===== src/rtl/hamming_pkg.sv =====
// Shared definitions for the Hamming (7,4) transmit serializer.
// Holds the data/codeword widths, the parity bit positions, the
// serializer FSM state type and the error-injection mask helper.
package hamming_pkg;

    localparam int DATA_W = 4;
    localparam int CW_W   = 7;

    // Hamming positions are 1-based; codeword bit [k-1] carries position k.
    localparam int P1_POS = 1;
    localparam int P2_POS = 2;
    localparam int P4_POS = 4;
    localparam int D0_POS = 3;
    localparam int D1_POS = 5;
    localparam int D2_POS = 6;
    localparam int D3_POS = 7;

    typedef enum logic [1:0] {
        IDLE  = 2'd0,
        SHIFT = 2'd1,
        GAP   = 2'd2
    } ser_state_t;

    // One-hot flip mask for a 1-based Hamming position; position 0 or a
    // disabled injection yields an all-zero mask.
    function automatic logic [CW_W-1:0] inj_mask(input logic en, input logic [2:0] pos);
        logic [CW_W-1:0] mask;
        mask = 7'd0;
        if (en && (pos != 3'd0)) begin
            mask[pos - 3'd1] = 1'b1;
        end else begin
            mask = 7'd0;
        end
        return mask;
    endfunction

endpackage


===== src/rtl/hamming_encoder.sv =====
// Purely combinational even-parity Hamming (7,4) encoder.
// Ports:
//   data_i     [3:0] data nibble d[3:0]
//   codeword_o [6:0] codeword, bit [k-1] = Hamming position k
module hamming_encoder
    import hamming_pkg::*;
(
    input  logic [DATA_W-1:0] data_i,
    output logic [CW_W-1:0]   codeword_o
);

    // Place data bits and compute the three even-parity bits.
    always_comb begin
        codeword_o             = 7'd0;
        codeword_o[D0_POS-1]   = data_i[0];
        codeword_o[D1_POS-1]   = data_i[1];
        codeword_o[D2_POS-1]   = data_i[2];
        codeword_o[D3_POS-1]   = data_i[3];
        codeword_o[P1_POS-1]   = data_i[0] ^ data_i[1] ^ data_i[3];
        codeword_o[P2_POS-1]   = data_i[0] ^ data_i[2] ^ data_i[3];
        codeword_o[P4_POS-1]   = data_i[1] ^ data_i[2] ^ data_i[3];
    end

endmodule


===== src/rtl/hamming_tx_serializer.sv =====
// Hamming (7,4) transmit serializer with error injection.
// Accepts a nibble on a valid/ready handshake, encodes it (optionally
// flipping one Hamming position), presents the codeword in parallel and
// shifts it out LSB (position 1) first, then inserts GAP_CYCLES idle cycles.
// With GAP_CYCLES = 0 the next nibble may be accepted on the last bit of
// the current frame so frames stream back to back.
// Ports:
//   clk, rst            clock, asynchronous active-high reset
//   in_valid/in_ready   nibble handshake; in_data, inj_en, inj_pos captured on transfer
//   codeword/code_valid last encoded codeword and its one-cycle update pulse
//   ser_out/ser_valid   serial bit stream and its qualifier
//   frame_start         marks position 1 of each frame
module hamming_tx_serializer
    import hamming_pkg::*;
#(
    parameter int GAP_CYCLES = 0
) (
    input  logic              clk,
    input  logic              rst,
    input  logic              in_valid,
    input  logic [DATA_W-1:0] in_data,
    output logic              in_ready,
    input  logic              inj_en,
    input  logic [2:0]        inj_pos,
    output logic [CW_W-1:0]   codeword,
    output logic              code_valid,
    output logic              ser_out,
    output logic              ser_valid,
    output logic              frame_start
);

    localparam int         GAP_LAST_I = (GAP_CYCLES > 0) ? (GAP_CYCLES - 1) : 0;
    localparam logic [3:0] GAP_LAST   = GAP_LAST_I[3:0];
    localparam logic       NO_GAP     = (GAP_CYCLES == 0);

    ser_state_t      state_q, state_d;
    logic [2:0]      cnt_q, cnt_d;
    logic [3:0]      gap_q, gap_d;
    logic [CW_W-1:0] cw_q, cw_d;
    logic            cv_q, cv_d;
    logic            ready_q, ready_d;
    logic            sout_q, sout_d;
    logic            sval_q, sval_d;
    logic            fstart_q, fstart_d;
    logic [CW_W-1:0] enc_s;
    logic            xfer_s;

    hamming_encoder u_enc (
        .data_i     (in_data),
        .codeword_o (enc_s)
    );

    // in_ready is a register, so the handshake seen upstream is the same
    // value the FSM qualifies the transfer with.
    assign xfer_s = in_valid && ready_q;

    // Next-state logic; outputs are derived from the next state so they
    // can be registered without adding a cycle of latency.
    always_comb begin
        state_d = state_q;
        cnt_d   = cnt_q;
        gap_d   = gap_q;
        cw_d    = cw_q;
        cv_d    = 1'b0;

        case (state_q)
            IDLE: begin
                if (xfer_s) begin
                    state_d = SHIFT;
                    cnt_d   = 3'd0;
                end else begin
                    state_d = IDLE;
                end
            end
            SHIFT: begin
                if (cnt_q == 3'd6) begin
                    cnt_d = 3'd0;
                    if (NO_GAP) begin
                        // Gapless mode: a transfer on the last bit restarts immediately.
                        state_d = xfer_s ? SHIFT : IDLE;
                    end else begin
                        state_d = GAP;
                        gap_d   = 4'd0;
                    end
                end else begin
                    cnt_d = cnt_q + 3'd1;
                end
            end
            GAP: begin
                if (gap_q == GAP_LAST) begin
                    state_d = IDLE;
                    gap_d   = 4'd0;
                end else begin
                    gap_d = gap_q + 4'd1;
                end
            end
            default: begin
                state_d = IDLE;
                cnt_d   = 3'd0;
                gap_d   = 4'd0;
            end
        endcase

        if (xfer_s) begin
            cw_d = enc_s ^ inj_mask(inj_en, inj_pos);
            cv_d = 1'b1;
        end else begin
            cw_d = cw_q;
        end
    end

    // Output decode from the next state, registered below.
    always_comb begin
        sval_d   = 1'b0;
        sout_d   = 1'b0;
        fstart_d = 1'b0;
        ready_d  = 1'b0;
        if (state_d == SHIFT) begin
            sval_d   = 1'b1;
            sout_d   = cw_d[cnt_d];
            fstart_d = (cnt_d == 3'd0);
            ready_d  = NO_GAP && (cnt_d == 3'd6);
        end else begin
            ready_d  = (state_d == IDLE);
        end
    end

    // State, counters and registered outputs; reset aborts any frame.
    always_ff @(posedge clk or posedge rst) begin
        if (rst) begin
            state_q  <= IDLE;
            cnt_q    <= 3'd0;
            gap_q    <= 4'd0;
            cw_q     <= 7'd0;
            cv_q     <= 1'b0;
            ready_q  <= 1'b1;
            sout_q   <= 1'b0;
            sval_q   <= 1'b0;
            fstart_q <= 1'b0;
        end else begin
            state_q  <= state_d;
            cnt_q    <= cnt_d;
            gap_q    <= gap_d;
            cw_q     <= cw_d;
            cv_q     <= cv_d;
            ready_q  <= ready_d;
            sout_q   <= sout_d;
            sval_q   <= sval_d;
            fstart_q <= fstart_d;
        end
    end

    assign in_ready    = ready_q;
    assign codeword    = cw_q;
    assign code_valid  = cv_q;
    assign ser_out     = sout_q;
    assign ser_valid   = sval_q;
    assign frame_start = fstart_q;

endmodule


===== config.mk =====
export PLATFORM = sky130hd
export DESIGN_NAME = hamming_tx_serializer
export DESIGN_NICKNAME = d
export VERILOG_FILES = /design/src/rtl/hamming_pkg.sv /design/src/rtl/hamming_encoder.sv /design/src/rtl/hamming_tx_serializer.sv
export SDC_FILE = /design/constraint.sdc
export NUM_CORES = 1
export LEC_CHECK = 0
export BUFFER_PORTS_ARGS = -buffer_cell sky130_fd_sc_hd__buf_2
export CORE_MARGIN = 4
export CORE_UTILIZATION = 59
export DETAILED_ROUTE_END_ITERATION = 6
export PLACE_DENSITY = 0.85
export RECOVER_POWER = 25
export SLEW_MARGIN = 20
export SYNTH_ARGS = -nofsm -noshare
export SYNTH_HDL_FRONTEND = slang
export SYNTH_HIERARCHICAL = 1
export SYNTH_SLANG_ARGS = --single-unit

===== constraint.sdc =====
create_clock -name clk -period 3.25 [get_ports clk]
set_input_delay 0.325 -clock clk [delete_from_list [all_inputs] [get_ports clk]]
set_output_delay 0.325 -clock clk [all_outputs]
set_load 0.05 [all_outputs]

== After elaboration in Yosys (flattened, before gate mapping) ==
Index checks and enable logic that the tools add are counted.

* Register bits: 21
* Bits of input ports: 11
* Output and inout port bits: 12
* Word-level logic and storage cells: 57

* Add/sub/neg operators: 3
* Magnitude comparators: 3
* Equality and inequality tests: 5
* Mux-type cells: 21
* Bitwise operators: 7
* Reduce and logical (&&, ||, !) cells: 9

{| class="wikitable"
|+ Operators with widths
! operator !! count
|-
| $mux 7 || 3
|-
| $pmux 3 s3 || 1
|-
| $lt 3x4->1 const B || 2
|-
| $mux 1 || 8
|-
| $pmux 4 s2 || 1
|-
| $xor 7x7->7 || 1
|-
| $eq 3x3->1 const B || 2
|-
| $mux 3 || 2
|-
| $pmux 2 s3 || 1
|-
| $xor 1x1->1 || 6
|-
| $add 4x1->4 const B || 1
|-
| $eq 2x1->1 const B || 2
|-
| $logic_not 2->1 || 2
|-
| $logic_not 4->1 || 1
|-
| $mux 2 || 2
|-
| $mux 4 || 1
|-
| $add 3x1->3 const B || 1
|-
| $bmux 1 s3 || 1
|-
| $demux 1 s3 || 1
|-
| $ge 3x1->1 const B || 1
|-
| $logic_and 1x1->1 || 3
|-
| $logic_not 3->1 || 1
|-
| $reduce_bool 3->1 || 1
|-
| $sub 3x1->3 const B || 1
|-
| 2 further kinds || 2
|}

== Depth between registers and ports, before layout ==
Gate-level depths: netlist of the first run.

* Depth after elaboration: 12
* Mapped depth: 9
* Mapped depth without buffers: 8

== By module ==
Netlist of the first run, hierarchy kept.

{| class="wikitable"
|+ Modules (own cells, without submodules)
! module !! instances !! cells an instance !! area each (um2) !! sequential area each (um2)
|-
| hamming_tx_serializer || 1 || 126 || 1194.9 || 526.8
|-
| hamming_encoder || 1 || 7 || 101.3 || 0.0
|}

== Least setup slack after synthesis of the first run ==
No wires, ideal clock.

* Path kind: input port to flip-flop
* From: input port inj_pos[0]
* To: register sout_q, in the netlist ser_out
* Library setup time: 126 ps
* Data arrival time: 2079 ps
* Required time: 3124 ps
* Path slack: 1045 ps
* Cell stages on the path: 9
* Path buffers: 1
* Cell sequence: inv_1 -> ha_1 -> or3_1 -> buf_6 -> a2111oi_4 -> xnor2_1 -> o21ai_2 -> a22o_1 -> o311a_1

* Longest elaborated chain between the ends: 12
* Elaborated cells on any way between the ends: 15
* Those cells by class: add/sub: 1; order compare: 2; mux: 8; bitwise: 1; reduce/logical: 3

{| class="wikitable"
|+ Ends and longest elaborated chain
! element !! line !! RTL
|-
| start: declaration || hamming_tx_serializer.sv:24 || <nowiki>input logic [2:0] inj_pos,</nowiki>
|-
| $sub 3x1->3 || hamming_pkg.sv:30 || <nowiki>mask[pos - 3'd1] = 1'b1;</nowiki>
|-
| $lt 3x4->1 (not written as such) or $ge 3x1->1 (tied branches) || hamming_pkg.sv:30 ||
|-
| $logic_and 1x1->1 (not written as such) || hamming_pkg.sv:30 ||
|-
| $mux 1 (not written as such) || hamming_pkg.sv:30 ||
|-
| $demux 1 s3 || hamming_pkg.sv:30 ||
|-
| $mux 7 (*) || hamming_pkg.sv:29 || <nowiki>if (en && (pos != 3'd0)) begin</nowiki>
|-
| $mux 7 (*) || hamming_tx_serializer.sv:104 || <nowiki>if (xfer_s) begin</nowiki>
|-
| $xor 7x7->7 (*) || hamming_tx_serializer.sv:105 || <nowiki>cw_d = enc_s ^ inj_mask(inj_en, inj_pos);</nowiki>
|-
| $mux 7 (*) || hamming_tx_serializer.sv:104 ||
|-
| via cw_d[3] || hamming_tx_serializer.sv:39 || <nowiki>logic [CW_W-1:0] cw_q, cw_d;</nowiki>
|-
| $bmux 1 s3 (*) || hamming_tx_serializer.sv:120 || <nowiki>sout_d = cw_d[cnt_d];</nowiki>
|-
| $mux 1 (not written as such) (*) || hamming_tx_serializer.sv:120 ||
|-
| $mux 1 (*) || hamming_tx_serializer.sv:118 || <nowiki>if (state_d == SHIFT) begin</nowiki>
|-
| via sout_d || hamming_tx_serializer.sv:42 || <nowiki>logic sout_q, sout_d;</nowiki>
|-
| end signal: assignment || hamming_tx_serializer.sv:147 || <nowiki>sout_q <= sout_d;</nowiki>
|-
| end: declaration || hamming_tx_serializer.sv:42 ||
|}

The timed path passes the listed nets; every way through them passes the cells marked *. The select of a mux whose other input is x is not followed.
A chain may end at the register's enable or synchronous reset.

== Final worst setup path of the first run ==
Ends and elaborated chain as after synthesis.

==> results of run 1 <==
==> metrics by stage <==
step	hold WS [ns]	instances	power, µW
5_1_grt	0.200	179	1320
2_1_floorplan	0.301	133	961
3_3_place_gp	0.474	175	1100
3_5_place_dp	0.482	175	1110
6_report	0.143	179	1230
4_1_cts	0.160	179	1240
==> how the worst max path moves through the flow <==
stage / startpoint / cells past startpoint / slack, ns / endpoint
2_1_floorplan: inj_pos[0] / 9 / 1.05 / ser_out
3_5_place_dp: inj_pos[0] / 9 / 0.77 / ser_out
3_3_place_gp: inj_pos[0] / 9 / 0.81 / ser_out
6_report: inj_pos[0] / 9 / 1.10 / ser_out
5_1_grt: inj_pos[0] / 9 / 1.03 / ser_out
4_1_cts: inj_pos[0] / 9 / 1.10 / ser_out
==> state kept, by name (all words and copies together) (netlist names) <==
signal       cells
cnt_q            3
gap_q            4
codeword         7
frame_start      1
in_ready         1
state_q          2
ser_out          1
ser_valid        1
code_valid       1
==> placed cells by master, fill, tap and decap left out, types with 2 or more instances in the layout <==
| cell | instances |
|---|---|
| a2111o_1 | 4 |
| a21oi_1 | 8 |
| a22oi_1 | 4 |
| and2_1 | 2 |
| and3_1 | 4 |
| buf_2 | 22 |
| clkbuf_4 | 3 |
| dfrtp_1 | 20 |
| ha_1 | 4 |
| inv_1 | 11 |
| mux2i_1 | 2 |
| nand2_1 | 14 |
| nand2b_1 | 4 |
| nand3_1 | 10 |
| nand3b_1 | 2 |
| nor2_1 | 2 |
| nor3b_1 | 2 |
| o21ai_0 | 7 |
| o22ai_1 | 2 |
| xnor2_1 | 2 |
| xor3_1 | 3 |
==> metal layers <==
metal / track usage [%] / share of wire (%) / up-vias
li1: - / - / 513
met1: 27.1 / 46 / 504
met2: 32.7 / 48 / 34
met3: 4.90 / 6.2 / 2
met4: 4.56 / 0.35 / 0
met5: 0 / 0 / -
==> area by class of cell <==
type	count	area (µm²)	area share, %
Multi-Input combinational cell	93	674	47.4
Timing Repair Buffer	23	118	8.27
Clock buffer	3	22.5	1.58
Clock inverter	1	5.00	0.352
Sequential cell	21	527	37.1
Inverter	11	41.3	2.90
Tap cell	27	33.8	2.38
==> logic make-up (layout without fill, tap and decap cells) <==
logic type | Yosys count | after routing | synth area share [%]
mux | 2 | 2 | 1.54
buf+inv | 19 | 38 | 7.34
fa+ha+maj | 4 | 4 | 3.86
simple gates | 45 | 45 | 18.2
xor+xnor | 6 | 6 | 7.53
compound gates | 36 | 36 | 20.9
flops | 21 | 21 | 40.6
==> where the power goes <==
group          leakage [µW]  switching [µW]  internal (µW)  total, µW
sequential         0.000261            60.6            355        416
clock             0.0000177            77.3           45.9        123
combinational      0.000405             479            217        696
==> impl_metrics.env, run 1 <==
export IMPL_status="completed"
export IMPL_leakage_uw=0.000684
export IMPL_cp_required_ns=3.45
export IMPL_die_h_um=54.9
export IMPL_synthTopCellsByArea="dfrtp_1, xor3_1, nand2_1"
export IMPL_yosysTopAreaCell="dfrtp_1"
export IMPL_syn_inst=133
export IMPL_io_buffers=22
export IMPL_place_ws_ns=0.767
export IMPL_drtIter0Drc=20
export IMPL_ys_warn_count=6
export IMPL_syn_avg_cell_area_um2=9.75
export IMPL_antenna_left=0
export IMPL_drv_cap=0
export IMPL_synth_top_cell_area_share_pct=38.6
export IMPL_io_pins=23
export IMPL_synth_seq_area_share_pct=40.6
export IMPL_crit_chain="buf_2 > inv_1 > ha_1 > or3_1 > a2111oi_4 > xnor2_1 > o21ai_2 > a22o_1 > o311a_1"
export IMPL_grt_use_total_pct=20.2
export IMPL_drive_gt1_share_pct=20.4
export IMPL_ys_seq_elements=21
export IMPL_n_fill_cell=153
export IMPL_peakVddDrop_v=0.000536
export IMPL_place_area_um2=1390
export IMPL_async_flop_share_pct=100
export IMPL_setup_viol=0
export IMPL_final_area_um2=1420
export IMPL_hp_class="input pin to async pin"
export IMPL_die_area_um2=3010
export IMPL_fmax_mhz=465
export IMPL_slew_violations=0
export IMPL_p_per_area_nw_per_um2=869
export IMPL_cts_resized=0
export IMPL_worstMarginPinSlew_ns=0.777
export IMPL_core_area_um2=2020
export IMPL_netlist_area_um2=1300
export IMPL_reg2reg_to="ser_out"
export IMPL_antenna_found_initial=0
export IMPL_diodes=0
export IMPL_rsz0062_at_grt="no"
export IMPL_rows=16
export IMPL_avgViaCountPerCell=5.88
export IMPL_critPathTopFamily="compound AO/OA/AOI/OAI gates"
export IMPL_grt_pass1_vias=996
export IMPL_cp_start_kind="input pin"
export IMPL_dp_hpwl_um=1960
export IMPL_finalNetCount=168
export IMPL_chipWidth_um=54.9
export IMPL_post_route_min_period_ns=2.15
export IMPL_clk_latency_ns=0.30
export IMPL_synth_common_cells="dfrtp_1, nand2_1, inv_1"
export IMPL_ff2ff_setup_slack_ns=1.13
export IMPL_ff2ff_path_depth=7
export IMPL_cts_hold_buffers=0
export IMPL_crit_type="input pin to flip-flop"
export IMPL_wl_per_cell_um=14.6
export IMPL_final_core_util_pct=70.3
export IMPL_route_detailed_drc=0
export IMPL_endpoint_kind="flip-flop"
export IMPL_grt_pass1_wl_um=4370
export IMPL_max_slew_margin_rel_pct=48.1
export IMPL_vias=1053
export IMPL_cts_tree="yes"
export IMPL_synth_main_ff_cell="dfrtp_1"
export IMPL_initial_utilization_pct=64.1
export IMPL_cts_sink_count=21
export IMPL_synth_most_common_cell="dfrtp_1"
export IMPL_grt_max_degree=22
export IMPL_root_buffer="clkbuf_4"
export IMPL_cp_max_fo=6
export IMPL_cts_buffers=3
export IMPL_synthToLayoutAreaGrowth_pct=9.65
export IMPL_arrival_ns=2.35
export IMPL_critPathBufInv=2
export IMPL_cp_slowest_cell="or3_1"
export IMPL_overflow=0
export IMPL_post_cts_setup_buffers=0
export IMPL_ys_types=41
export IMPL_hold_viol_final=0
export IMPL_clk_pin_slew_ns=0.11
export IMPL_synth_nets=148
export IMPL_skew_ns=0.00207
export IMPL_worstReg2RegStart="in_ready"
export IMPL_first_pass_iters=4
export IMPL_htree_levels=1
export IMPL_place_gp_congestion=0.805
export IMPL_critPathMaxStageDelay_ns=0.48
export IMPL_synth_edf_count=0
export IMPL_cts_buffer_depth=2
export IMPL_drt_total_wl_um=2610
export IMPL_worst_slack_ns=1.10
export IMPL_fin_setup_tns_ns=0
export IMPL_finalCritPeriodShare_pct=66.2
No activity file was read; power rests on OpenSTA's default activity.
==> run 2: changes to the inputs <==
- ABC_AREA: default -> 1
- CORE_UTILIZATION: 59 -> 50
- PLACE_DENSITY: 0.85 -> 0.76
- clock period: 3.25 -> 1.73 ns (I/O delays scaled with it)
==> impl_metrics.env, run 2 <==
export IMPL_rows=18
export IMPL_skew_ns=0.00184
export IMPL_dp_cells=252
export IMPL_post_route_min_period_ns=1.58
export IMPL_fmax_mhz=634
export IMPL_hold_depth=4
export IMPL_synth_edf_count=0
export IMPL_critPathMaxStageDelay_ns=0.54
export IMPL_cp_slowest_cell="dfstp_2"
export IMPL_netlist_area_um2=1390
export IMPL_avgViaCountPerCell=4.85
export IMPL_cts_tree="yes"
export IMPL_drt_total_wl_um=2660
export IMPL_hp_class="input pin to flip-flop"
export IMPL_worstMarginPinSlew_ns=1.10
export IMPL_drv_cap=0
export IMPL_first_pass_iters=4
export IMPL_vias=1246
export IMPL_htree_levels=1
export IMPL_die_area_um2=3700
export IMPL_combPwrFrac_pct=60.6
export IMPL_max_slew_margin_rel_pct=26.7
export IMPL_synth_top_cell_area_share_pct=35.9
export IMPL_top_usage_layer="met2"
export IMPL_status="completed"
export IMPL_cts_buffer_depth=2
export IMPL_cp_required_ns=1.94
export IMPL_synth_most_common_cell="nand2_1"
export IMPL_ys_warn_count=6
export IMPL_post_cts_setup_buffers=0
export IMPL_crit_type="flip-flop to flip-flop"
export IMPL_layout_commonest_cell="nand2_1"
export IMPL_pwr_share_seq_pct=30.3
export IMPL_hold_viol_final=0
export IMPL_clk_pin_slew_ns=0.11
export IMPL_largest_register_ff_count=7
export IMPL_yosysTopAreaCell="dfrtp_1"
export IMPL_use_met3_pct=4.47
export IMPL_final_cell_mix="nand2_1, inv_1, nand3_1"
export IMPL_synth_nets=217
export IMPL_syn_avg_cell_area_um2=6.90
export IMPL_die_h_um=60.8
export IMPL_chipWidth_um=60.8
export IMPL_synthToLayoutAreaGrowth_pct=12.0
export IMPL_diodes=0
export IMPL_fin_cells=257
export IMPL_dp_hpwl_um=2080
export IMPL_synth_main_ff_cell="dfrtp_1"
export IMPL_drtIter0Drc=55
export IMPL_reg2reg_to="ser_out"
export IMPL_grt_pass1_vias=1075
export IMPL_switching_power_uw=1350
export IMPL_antenna_found_initial=0
export IMPL_io_buffers=22
export IMPL_fin_setup_tns_ns=0
export IMPL_clkPwrFrac_pct=9.1
export IMPL_cpMostUsedCell="nand2_1"
export IMPL_ys_types=29
export IMPL_n_fill_cell=254
export IMPL_drive_gt1_share_pct=23.8
export IMPL_async_flop_share_pct=100
export IMPL_ff2ff_path_depth=15
export IMPL_ys_seq_elements=21
export IMPL_use_met1_pct=22.7
export IMPL_cp_max_fo=4
export IMPL_cts_sink_count=21
export IMPL_cell_internal_pwr_uw=1200
export IMPL_wl_per_cell_um=10.4
export IMPL_total_power_uw=2560
export IMPL_grt_max_degree=22
export IMPL_antenna_left=0
export IMPL_final_core_util_pct=60.8
export IMPL_endpoint_kind="flip-flop"
export IMPL_grt_met2_usage_pct=25.8
export IMPL_place_gp_congestion=0.826
export IMPL_arrival_ns=1.79
export IMPL_cts_buffers=3
export IMPL_synth_seq_area_share_pct=37.8
export IMPL_rsz0062_at_grt="no"
export IMPL_finalCritPeriodShare_pct=91.2
export IMPL_synthTopCellsByArea="dfrtp_1, nand2_1, nand3_1"
export IMPL_core_area_um2=2570
export IMPL_worstReg2RegStart="in_ready"
export IMPL_setup_viol=0
export IMPL_syn_inst=202
export IMPL_clk_latency_ns=0.30
export IMPL_route_detailed_drc=0
export IMPL_cp_start_kind="flip-flop"
export IMPL_ff_latch_area_um2=527
export IMPL_p_per_area_nw_per_um2=1640
export IMPL_slew_violations=0
export IMPL_ff2ff_setup_slack_ns=0.15
export IMPL_grt_use_total_pct=16.4
export IMPL_finalNetCount=243
export IMPL_io_pins=23
export IMPL_worstHoldStart="in_valid"
export IMPL_initial_utilization_pct=54.3
export IMPL_grt_pass1_wl_um=4530
export IMPL_overflow=0
export IMPL_whs_ns=0.203
export IMPL_p_sw_share_pct=53.0
export IMPL_min_to="codeword[2]"
export IMPL_peakVddDrop_v=0.00121
export IMPL_root_buffer="clkbuf_4"
export IMPL_leakage_uw=0.000864
export IMPL_crit_chain="nand2_1 > inv_2 > nand2_2 > nand2_2 > o21ai_2 > nand2_4 > nand2_1 > inv_2 > nand3_2 > nand2_1 > inv_1 > nand2_1 > nand2_1 > nand2_1 > inv_1"
export IMPL_synth_common_cells="nand2_1, inv_1, nand3_1"
export IMPL_cts_resized=0
export IMPL_multi_input_area_um2=687
export IMPL_timing_critical_path_from="in_ready"
==> run 2: changes by cell type in the layout (fill, tap and decap cells not counted), sizes merged, moves of 3 or more <==
cell,delta
nand2b,-4
nor2,+9
nand2,+62
a21oi,-4
nand3,+14
and3,-4
inv,+26
a2111o,-4
xor3,-3
a22oi,-4
==> run 2: through the flow <==
stage               setup slack [ns]  area [µm²]
floorplan                     0.0337        1390
global placement              0.0623        1530
detailed placement            0.0392        1530
CTS                            0.139        1570
global route                 0.00350        1560
finish                         0.152        1560
==> run 2: power by group through the flow <==
stage	combinational, µW	sequential, µW	clock (µW)
finish	1550	774	232
global route	1720	798	264
CTS	1560	773	246
detailed placement	1550	781	0
global placement	1540	781	0
floorplan	801	1210	0
==> run 2: worst max-delay path: cells and delay by family, from the launching register on <==
family / cells / cell delay, ns
AO/OA/AOI/OAI: 1 / 0.06
buffers and inverters: 4 / 0.22
flip-flops: 1 / 0.54
AND/OR/NAND/NOR: 10 / 0.68
==> run 2: worst max path at each step <==
stage	slack, ns	endpoint
floorplan	0.03	ser_out
global placement	0.06	ser_out
detailed placement	0.04	ser_out
CTS	0.14	ser_out
global route	0.004	ser_out
finish	0.15	ser_out
==> run 2: cells by family (layout without fill, tap and decap cells) <==
| kind of cell | count (synthesis) | in the layout | synth area share [%] |
|---|---|---|---|
| and+or+nand+nor | 118 | 118 | 38.9 |
| buffers and inverters | 43 | 68 | 12.9 |
| DFF | 21 | 21 | 37.8 |
| AOI/OAI and AO/OA | 14 | 14 | 5.57 |
| adders and majority gates | 4 | 4 | 3.59 |
| xor gates and xnor gates | 2 | 2 | 1.26 |
==> run 2: per-layer routing <==
metal / up-vias / routed length [µm]
li1: 665 / -
met2: 26 / 1190
met3: 4 / 140
met1: 551 / 1310
met5: - / 0
met4: 0 / 20
==> run 2: final cells by class <==
type,instances,share of cell area (%)
sequential,21,33.7
clock buffer,4,1.68
timing repair buffer,26,8.89
inverter,38,9.29
multi-input combinational,138,44.0
tap,30,2.40
==> run 2: timing repair <==
| item | 4_1_cts | 5_1_grt |
|---|---|---|
| hold buffers | 1 | 0 |
| endpoints found under the hold margin | 20 | 0 |
| endpoints found under the setup margin | 0 | 0 |
==> run 3: changes to the inputs <==
--- a/config.mk
+++ b/config.mk
@@ -10,5 +10,5 @@
 export CORE_MARGIN = 4
-export CORE_UTILIZATION = 50
+export CORE_UTILIZATION = 60
 export DETAILED_ROUTE_END_ITERATION = 6
-export PLACE_DENSITY = 0.76
+export PLACE_DENSITY = 0.85
 export RECOVER_POWER = 25
==> constraint.sdc (replaced) <==
create_clock -name clk -period 2 [get_ports clk]
set_input_delay 0 -clock clk [delete_from_list [all_inputs] [get_ports clk]]
set_output_delay 0 -clock clk [all_outputs]
set_load 0.05 [all_outputs]
==> impl_metrics.env, run 3 (same netlist as run 2, synthesis figures left out) <==
export IMPL_drv_cap=0
export IMPL_root_buffer="clkbuf_4"
export IMPL_post_cts_setup_buffers=0
export IMPL_endpoint_kind="flip-flop"
export IMPL_layout_commonest_cell="nand2_1"
export IMPL_drtIter0Drc=20
export IMPL_drt_total_wl_um=2920
export IMPL_rsz0062_at_grt="no"
export IMPL_largest_register_ff_count=7
export IMPL_crit_type="flip-flop to flip-flop"
export IMPL_dp_hpwl_um=2380
export IMPL_antenna_found_initial=0
export IMPL_cp_required_ns=2.21
export IMPL_hold_viol_final=0
export IMPL_fin_cells=253
export IMPL_worstMarginPinSlew_ns=0.757
export IMPL_fin_setup_tns_ns=0
export IMPL_status="completed"
export IMPL_overflow=0
export IMPL_io_pins=23
export IMPL_finalNetCount=241
export IMPL_post_route_min_period_ns=1.59
export IMPL_grt_max_degree=22
export IMPL_skew_ns=0.00370
export IMPL_arrival_ns=1.80
export IMPL_chipWidth_um=56.2
export IMPL_slew_violations=0
export IMPL_clk_latency_ns=0.30
export IMPL_cts_resized=0
export IMPL_cts_tree="yes"
export IMPL_grt_use_total_pct=20.0
export IMPL_setup_viol=0
export IMPL_initial_utilization_pct=63.0
export IMPL_cp_max_fo=6
export IMPL_fmax_mhz=628
export IMPL_leakage_uw=0.000830
export IMPL_route_detailed_drc=0
export IMPL_synthToLayoutAreaGrowth_pct=9.96
export IMPL_antenna_left=0
export IMPL_rows=17
export IMPL_cts_sink_count=21
export IMPL_cp_slowest_cell="dfrtp_1"
export IMPL_vias=1337
export IMPL_grt_pass1_vias=1334
export IMPL_cp_start_kind="flip-flop"
export IMPL_avgViaCountPerCell=5.28
export IMPL_cts_hold_buffers=1
export IMPL_die_area_um2=3160
export IMPL_cts_buffers=3
export IMPL_critPathMaxStageDelay_ns=0.48
export IMPL_finalCritPeriodShare_pct=79.6
export IMPL_cpMostUsedCell="nand2_1"
export IMPL_dp_cells=248
export IMPL_clk_pin_slew_ns=0.11
export IMPL_io_buffers=22
export IMPL_die_h_um=56.2
export IMPL_final_cell_mix="nand2_1, inv_1, nand3_1"
export IMPL_n_fill_cell=209
export IMPL_max_slew_margin_rel_pct=49.5
export IMPL_grt_pass1_wl_um=5140
export IMPL_cts_buffer_depth=2
export IMPL_p_per_area_nw_per_um2=1450
export IMPL_htree_levels=1
export IMPL_diodes=0
export IMPL_peakVddDrop_v=0.00124
export IMPL_first_pass_iters=5
export IMPL_drive_gt1_share_pct=18.7
export IMPL_wl_per_cell_um=11.5
export IMPL_place_gp_congestion=0.937
export IMPL_hp_class="input pin to flip-flop"
export IMPL_core_area_um2=2210
export IMPL_crit_chain="nor2_2 > nand2_1 > nand2_1 > nand2_4 > inv_4 > nand2_2 > clkinv_1 > nand2_1 > nand2_1 > inv_1 > nand2_1 > nand2_1 > nand2_1 > inv_1"
[run 3: path summary, 6_finish.rpt]
path                       slack (ns)        start           to  cells after the start
hold reg to reg                  0.56  codeword[0]  codeword[0]                      2
min in group asynchronous        0.36          rst  codeword[4]                      3
hold / removal                   0.06     in_valid  codeword[2]                      4
setup / recovery                 0.41   state_q[1]      ser_out                     14
max in group asynchronous        1.17          rst     cnt_q[1]                      3
setup reg to reg                 0.41   state_q[1]      ser_out                     14
[run 3: per-stage QoR]
| stage | utilization, % | power (µW) | worst slack [ns] | area, µm² | hold slack (ns) |
|---|---|---|---|---|---|
| after floorplan | - | 1740 | 0.304 | 1390 | -0.0242 |
| after global placement | 68.3 | 1980 | 0.495 | 1510 | 0.171 |
| after detailed placement | 68.3 | 2040 | 0.411 | 1510 | 0.177 |
| after CTS | 70.0 | 2250 | 0.418 | 1550 | 0.0540 |
| after global routing | 69.3 | 2390 | 0.279 | 1530 | 0.0871 |
| final | 69.3 | 2220 | 0.408 | 1530 | 0.0611 |
[run 3: power by group]
group	switching, µW	internal, µW	total [µW]
logic	991	349	1340
clock network	124	77.8	201
registers	92.7	583	676
[run 3: layer usage]
| metal | vias to the layer above | wire (µm) | GRT usage [%] |
|---|---|---|---|
| met2 | 39 | 1480 | 37.4 |
| met1 | 624 | 1220 | 22.2 |
| met4 | 0 | 81 | 7.80 |
| li1 | 664 | - | - |
| met3 | 10 | 134 | 3.48 |
| met5 | - | 0 | 0 |
[run 3: area by class of cell]
class,count,area (µm²),share of cell area [%]
Multi-Input combinational cell,138,684,44.7
Sequential cell,21,527,34.4
Inverter,38,145,9.47
Timing Repair Buffer,24,115,7.51
Tap cell,28,35.0,2.29
Clock buffer,4,26.3,1.71
[run 3: worst max-delay path, delay by kind of cell (launching register included)]
kind	cells	cell delay, ns
buffers and inverters	4	0.20
DFF	1	0.48
and+or+nand+nor	10	0.81
